### src/rtl/div_seq_ctrl_if.sv
`default_nettype none
// ============================================================================
// Module      : div_seq_ctrl_if
// Description : Signal bundle between the divide sequencing controller and
//               the shared radix-2 divider core.
// Revision    : 1.0 - initial release
// ============================================================================
interface div_seq_ctrl_if #(
    parameter int WIDTH = 32
);
    logic             div_start;
    logic [WIDTH-1:0] div_dividend;
    logic [WIDTH-1:0] div_divisor;
    logic             div_hold;
    logic             div_busy;
    logic             div_finish;
    logic [WIDTH-1:0] div_q;
    logic [WIDTH-1:0] div_r;

    // Controller side: launches the core and collects its result
    modport master (
        output div_start,
        output div_dividend,
        output div_divisor,
        output div_hold,
        input  div_busy,
        input  div_finish,
        input  div_q,
        input  div_r
    );

    // Core side
    modport slave (
        input  div_start,
        input  div_dividend,
        input  div_divisor,
        input  div_hold,
        output div_busy,
        output div_finish,
        output div_q,
        output div_r
    );
endinterface
`default_nettype wire

### src/rtl/div_seq_ctrl.sv
`default_nettype none
// ============================================================================
// Module      : div_seq_ctrl
// Description : Sequences DIV/DIVU between the EX stage and an unsigned
//               32-cycle divider core: takes operand magnitudes, waits for
//               the core, applies sign fix-up and writes HI/LO.
// Revision    : 1.0 - initial release
// ============================================================================
module div_seq_ctrl #(
    parameter int               WIDTH   = 32,
    parameter logic [WIDTH-1:0] DIV0_LO = 32'hFFFF_FFFF
) (
    input  wire logic             clock,
    input  wire logic             reset,
    input  wire logic             req,
    input  wire logic             is_signed,
    input  wire logic [WIDTH-1:0] op_a,
    input  wire logic [WIDTH-1:0] op_b,
    input  wire logic             flush,
    input  wire logic             ext_hold,
    div_seq_ctrl_if.master        dif,
    output logic      [WIDTH-1:0] hi,
    output logic      [WIDTH-1:0] lo,
    output logic                  hilo_we,
    output logic                  stall_req
);

    localparam logic [WIDTH-1:0] c_ONE = {{(WIDTH-1){1'b0}}, 1'b1};

    typedef enum logic [2:0] {
        S_IDLE  = 3'd0,
        S_START = 3'd1,
        S_WAIT  = 3'd2,
        S_FIXUP = 3'd3,
        S_DONE  = 3'd4
    } state_t;

    state_t           r_state;
    state_t           w_next;
    logic             w_accept;
    logic [WIDTH-1:0] w_mag_a;
    logic [WIDTH-1:0] w_mag_b;

    logic [WIDTH-1:0] r_a;
    logic [WIDTH-1:0] r_mag_a;
    logic [WIDTH-1:0] r_mag_b;
    logic             r_neg_q;
    logic             r_neg_r;
    logic             r_div0;
    logic [WIDTH-1:0] r_q;
    logic [WIDTH-1:0] r_r;
    logic [WIDTH-1:0] r_hi;
    logic [WIDTH-1:0] r_lo;

    // Busy is informational only; the FSM tracks the core by its finish pulse
    logic             w_unused_busy;
    assign w_unused_busy = dif.div_busy;

    // Two's complement negate; -0x80000000 wraps to itself, which the signed
    // overflow case relies on
    function automatic logic [WIDTH-1:0] f_neg(input logic [WIDTH-1:0] x);
        return ~x + c_ONE;
    endfunction

    assign w_accept = (r_state == S_IDLE) & req & ~flush;
    assign w_mag_a  = (is_signed & op_a[WIDTH-1]) ? f_neg(op_a) : op_a;
    assign w_mag_b  = (is_signed & op_b[WIDTH-1]) ? f_neg(op_b) : op_b;

    // State register
    always_ff @(posedge clock or negedge reset) begin
        if (!reset) begin
            r_state <= S_IDLE;
        end else begin
            r_state <= w_next;
        end
    end

    // Next-state and control outputs; flush aborts any in-flight stage
    always_comb begin
        w_next    = r_state;
        hilo_we   = 1'b0;
        stall_req = 1'b0;
        case (r_state)
            S_IDLE: begin
                // reset gating keeps the stall request low while held in reset
                stall_req = w_accept & reset;
                if (w_accept) begin
                    w_next = (op_b == '0) ? S_FIXUP : S_START;
                end
            end
            S_START: begin
                stall_req = 1'b1;
                w_next    = flush ? S_IDLE : S_WAIT;
            end
            S_WAIT: begin
                stall_req = 1'b1;
                if (flush) begin
                    w_next = S_IDLE;
                end else if (dif.div_finish) begin
                    w_next = S_FIXUP;
                end
            end
            S_FIXUP: begin
                stall_req = 1'b1;
                w_next    = flush ? S_IDLE : S_DONE;
            end
            S_DONE: begin
                hilo_we = ~flush;
                w_next  = S_IDLE;
            end
            default: begin
                w_next = S_IDLE;
            end
        endcase
    end

    // Operand capture, core result capture and HI/LO fix-up
    always_ff @(posedge clock or negedge reset) begin
        if (!reset) begin
            r_a     <= '0;
            r_mag_a <= '0;
            r_mag_b <= '0;
            r_neg_q <= 1'b0;
            r_neg_r <= 1'b0;
            r_div0  <= 1'b0;
            r_q     <= '0;
            r_r     <= '0;
            r_hi    <= '0;
            r_lo    <= '0;
        end else begin
            if (w_accept) begin
                r_a     <= op_a;
                r_mag_a <= w_mag_a;
                r_mag_b <= w_mag_b;
                r_neg_q <= is_signed & (op_a[WIDTH-1] ^ op_b[WIDTH-1]);
                r_neg_r <= is_signed & op_a[WIDTH-1];
                r_div0  <= (op_b == '0);
            end
            if ((r_state == S_WAIT) && dif.div_finish && !flush) begin
                r_q <= dif.div_q;
                r_r <= dif.div_r;
            end
            if ((r_state == S_FIXUP) && !flush) begin
                if (r_div0) begin
                    r_lo <= DIV0_LO;
                    r_hi <= r_a;
                end else begin
                    r_lo <= r_neg_q ? f_neg(r_q) : r_q;
                    r_hi <= r_neg_r ? f_neg(r_r) : r_r;
                end
            end
        end
    end

    assign dif.div_start    = (r_state == S_START);
    assign dif.div_dividend = r_mag_a;
    assign dif.div_divisor  = r_mag_b;
    assign dif.div_hold     = (r_state == S_WAIT) & ext_hold;
    assign hi               = r_hi;
    assign lo               = r_lo;

endmodule
`default_nettype wire

### src/flat_wrapper.sv
// flat-port wrapper written by rule: the top's interface ports become plain ports
module div_seq_ctrl_flat 
#(
    parameter int               WIDTH   = 32,
    parameter logic [WIDTH-1:0] DIV0_LO = 32'hFFFF_FFFF
)
  (clock, reset, req, is_signed, op_a, op_b, flush, ext_hold, hi, lo, hilo_we, stall_req, dif_div_start, dif_div_dividend, dif_div_divisor, dif_div_hold, dif_div_busy, dif_div_finish, dif_div_q, dif_div_r);
  div_seq_ctrl_if #(.WIDTH(WIDTH)) dif_i ();
  input  wire logic clock;
  input  wire logic reset;
  input  wire logic req;
  input  wire logic is_signed;
  input  wire logic [WIDTH-1:0] op_a;
  input  wire logic [WIDTH-1:0] op_b;
  input  wire logic flush;
  input  wire logic ext_hold;
  output logic      [WIDTH-1:0] hi;
  output logic      [WIDTH-1:0] lo;
  output logic hilo_we;
  output logic stall_req;
  output wire logic [$bits(dif_i.div_start)-1:0] dif_div_start;
  output wire logic [$bits(dif_i.div_dividend)-1:0] dif_div_dividend;
  output wire logic [$bits(dif_i.div_divisor)-1:0] dif_div_divisor;
  output wire logic [$bits(dif_i.div_hold)-1:0] dif_div_hold;
  input wire logic [$bits(dif_i.div_busy)-1:0] dif_div_busy;
  input wire logic [$bits(dif_i.div_finish)-1:0] dif_div_finish;
  input wire logic [$bits(dif_i.div_q)-1:0] dif_div_q;
  input wire logic [$bits(dif_i.div_r)-1:0] dif_div_r;
  assign dif_div_start = dif_i.div_start;
  assign dif_div_dividend = dif_i.div_dividend;
  assign dif_div_divisor = dif_i.div_divisor;
  assign dif_div_hold = dif_i.div_hold;
  assign dif_i.div_busy = dif_div_busy;
  assign dif_i.div_finish = dif_div_finish;
  assign dif_i.div_q = dif_div_q;
  assign dif_i.div_r = dif_div_r;
  div_seq_ctrl #(.WIDTH(WIDTH), .DIV0_LO(DIV0_LO)) u_core (.clock(clock), .reset(reset), .req(req), .is_signed(is_signed), .op_a(op_a), .op_b(op_b), .flush(flush), .ext_hold(ext_hold), .dif(dif_i), .hi(hi), .lo(lo), .hilo_we(hilo_we), .stall_req(stall_req));
endmodule
### config.mk
export PLATFORM = sky130hd
export DESIGN_NAME = div_seq_ctrl_flat
export DESIGN_NICKNAME = d
export VERILOG_FILES = /design/src/rtl/div_seq_ctrl_if.sv /design/src/rtl/div_seq_ctrl.sv /design/src/flat_wrapper.sv
export SDC_FILE = /design/constraint.sdc
export NUM_CORES = 1
export LEC_CHECK = 0
export CORE_MARGIN = 1
export CORE_UTILIZATION = 54
export CTS_CLUSTER_SIZE = 30
export DETAILED_ROUTE_END_ITERATION = 12
export GPL_ROUTABILITY_DRIVEN = 0
export PLACE_DENSITY = 0.83
export SLEW_MARGIN = 20
export SYNTH_ARGS = -nofsm -noshare
export SYNTH_HDL_FRONTEND = slang
export SYNTH_SLANG_ARGS = --single-unit
### constraint.sdc
create_clock -name clock -period 7.25 [get_ports clock]
set_clock_uncertainty 0.2 [all_clocks]
set_input_delay 1.45 -clock clock [delete_from_list [all_inputs] [get_ports clock]]
set_output_delay 1.45 -clock clock [all_outputs]
set_load 0.005 [all_outputs]
==> flow_summary.ini <==
[run_status]
status = complete, no violations

[clock_tree]
cts_resized = 0
holdBufCountCts = 0
clkLatencyLatePin_ns = 0.53
cts_made_buffers = 25
post_cts_buffers = 0
cts_root_buf = clkbuf_16
cts.reportedPaths.clkPinSlew_ns = 0.06
clock_path_buffers = 3
cts_tree = built
cts-htree-levels = 1
cts.sinks = 229

[die]
dieArea_sq_um = 21650
die_h_microns = 147.1
dieWidth_microns = 147.1
pin_count = 268
rows = 52
initial_core_util = 0.5568
coreArea_sq_um = 20430

[setup_path]
worst-path-buf-inv = 3
crit_arrival_ns = 3.57
endpoint_kind = output port
required_ns = 5.60
crit_path_max_fanout = 46
path_delay_family = buffers and inverters
slowest_delay_ns = 0.54
start_kind = input pin
crit_path_cell_trace = clkdlybuf4s50_1, nor2_1, and3_2, buf_4, a211oi_1, nor2_1, clkdlybuf4s50_1
crit_type = in2out
crit_slowest_cell = clkdlybuf4s50_1

[logic_synthesis]
synth-edff-count = 0
synth_ff_type = dfrtp_1
synthCells = 1193
syn_avg_cell_area_sq_um = 9.535
yosysUniqueCellTypes = 54
ys_async_sr_fraction = 1.000
yosysTopAreaCell = dfrtp_1
yosysWarningCount = 0
synth-seq-area-share = 0.5038
syn_area_sq_um = 11370
synthTopCellsByArea = dfrtp_1 50%, nand2_1 6.7%, mux2_2 6.3%, o21ai_0 5.3%, xor2_1 4.9%
ys_ff_latch = 229
synth_fp_nets = 1333
synth_top_area_share = 0.5038

[grt]
grt_use_total = 0.2909
grt_pass1_wl_mm = 50.31
grt_pass1_vias = 9635
overflow = 0
grt_max_degree = 105
grt_antenna_before_repair = 0

[placement]
port_buffers = 266
place_hpwl_mm = 21.60
placed_cells = 1668

[detailed_routing]
viasPerCell = 5.707
wl_per_cell_microns = 18.25
routed_wl_mm = 31.29
vias = 9782
firstDrtPassIters = 5
drc_errors = 0
detail-route-antenna-nets = 0
initialDrtViolationCount = 578

[final_layout]
antenna_cells = 0
drive_gt1_frac = 0.09280
fillers = 1487
fin_cells = 1714
nets = 1565
areaGrowthSynthToFinish_pct = 32.76

[flow_run]
maxCapViolCount = 0

[timing]
rsz0062_at_grt = no
slew_viol_final = 0
tightest_slew_ns = 1.006
fmax_mhz = 191.5
relSlewSlack = 0.3292
hold_viol_final = 0
post-route-min-period_ns = 5.222
finalSetupViolations = 0
setup_tns_ns = 0
min_period_over_period = 0.7203

[power]
leakagePower_nw = 6.342
ir_drop_mv = 0.3217
powerDensity_nw_per_um2 = 348.8

[worst_hold_path]
hold_path_class = reg2reg
## worst reg2reg max path: stages, from the launching register on
cell,delay (ns)
dfrtp_1,0.44
nor2_1,0.18
nand3_1,0.11
buf_4,0.28
inv_2,0.10
buf_4,0.53
nand2_1,0.63
o21ai_0,0.24
o21ai_0,0.11
## synth_stat cells (all sizes together) (18+ instances only)
master	instances
xnor2	45
clkbuf	64
mux2	64
or3	25
a31oi	18
o31ai	26
xor2	64
a21oi	58
dfrtp	229
nand2	204
o21ai	120
nor3	20
nor2	108
## final timing paths
path	cells after the start	slack, ns	end	start
setup / recovery	7	2.03	stall_req	flush
hold / removal	2	0.27	u_core.dif.div_dividend[3]	u_core.dif.div_dividend[3]
setup reg to reg	8	4.32	u_core.lo[20]	u_core.r_state[2]
hold reg to reg	2	0.27	u_core.dif.div_dividend[3]	u_core.dif.div_dividend[3]
max in group asynchronous	2	4.63	u_core.hi[21]	reset
min in group asynchronous	1	0.69	u_core.r_r[5]	reset
## registers in the layout (all words and copies together) (netlist names)
signal	flops
u_core.r_a	31
u_core.r_div0	1
u_core.dif.div_divisor	32
u_core.lo	32
u_core.r_r	32
u_core.r_q	32
u_core.hi	32
u_core.r_neg_r	1
u_core.dif.div_dividend	32
u_core.r_state	3
u_core.r_neg_q	1
## area by class of cell
cell class              instances  area [sq um]  area share
repair buffers                275          2735      0.1811
clock inverters                 9         173.9     0.01152
well taps                     270         337.8     0.02237
flip-flops and latches        229          5732      0.3796
clock buffers                  37         730.7     0.04839
multi-input cells             879          5335      0.3533
inverters                      15         56.30    0.003729
## layout by cell type (no fill, tap or decap), types with 6 or more instances in the layout
cell type	count
clkdlybuf4s50_1	265
dfrtp_1	228
nand2_1	204
o21ai_0	120
nor2_1	107
mux2_2	64
xor2_1	64
a21oi_1	58
xnor2_1	45
clkbuf_16	25
or3_1	24
o31ai_1	24
nor3_1	19
a31oi_1	18
inv_1	14
or4_1	14
mux2i_1	11
o41ai_1	10
nand3_1	9
o22ai_1	9
buf_4	9
and3_1	8
nand2b_1	7
nor4_1	7
clkbuf_8	6
clkbuf_1	6
## layer usage
| metal | vias up | routed length (microns) | GRT usage |
|---|---|---|---|
| met4 | 0 | 716 | 0.07371 |
| met5 | - | 0 | 0 |
| li1 | 4620 | - | - |
| met1 | 4772 | 12360 | 0.3704 |
| met2 | 339 | 16040 | 0.5071 |
| met3 | 51 | 2170 | 0.05745 |
## stage by stage
step	setup WS [ns]	total power (W)	util	instance area, sq um	hold WS (ns)
6_report	2.028	0.005268	0.7392	15100	0.2732
5_1_grt	1.884	0.005571	0.7392	15100	0.2922
4_1_cts	2.008	0.005294	0.7388	15090	0.2778
3_5_place_dp	2.037	0.003865	0.6945	14190	0.2639
3_3_place_gp	2.021	0.003794	0.6945	14190	0.2536
2_1_floorplan	3.431	0.002913	-	11370	0.2379
## kinds of logic after synthesis
family | count (synthesis) | share of synthesized area
AND/OR/NAND/NOR | 428 | 0.1694
AO/OA/AOI/OAI | 263 | 0.1363
flip-flops | 229 | 0.5038
XOR/XNOR | 109 | 0.08393
buffers and inverters | 85 | 0.02915
multiplexers | 75 | 0.07304
adder cells (fa/ha/maj) | 4 | 0.004400
## power by group
part | total, W | internal [W] | leakage, nW | switching (W)
logic | 0.00167 | 0.000982 | 3.06 | 0.000686
clock network | 0.00140 | 0.000874 | 0.445 | 0.000522
registers | 0.00220 | 0.00175 | 2.84 | 0.000450
total | 0.00527 | 0.00361 | 6.34 | 0.00166
(Power assumes the default switching activity.)
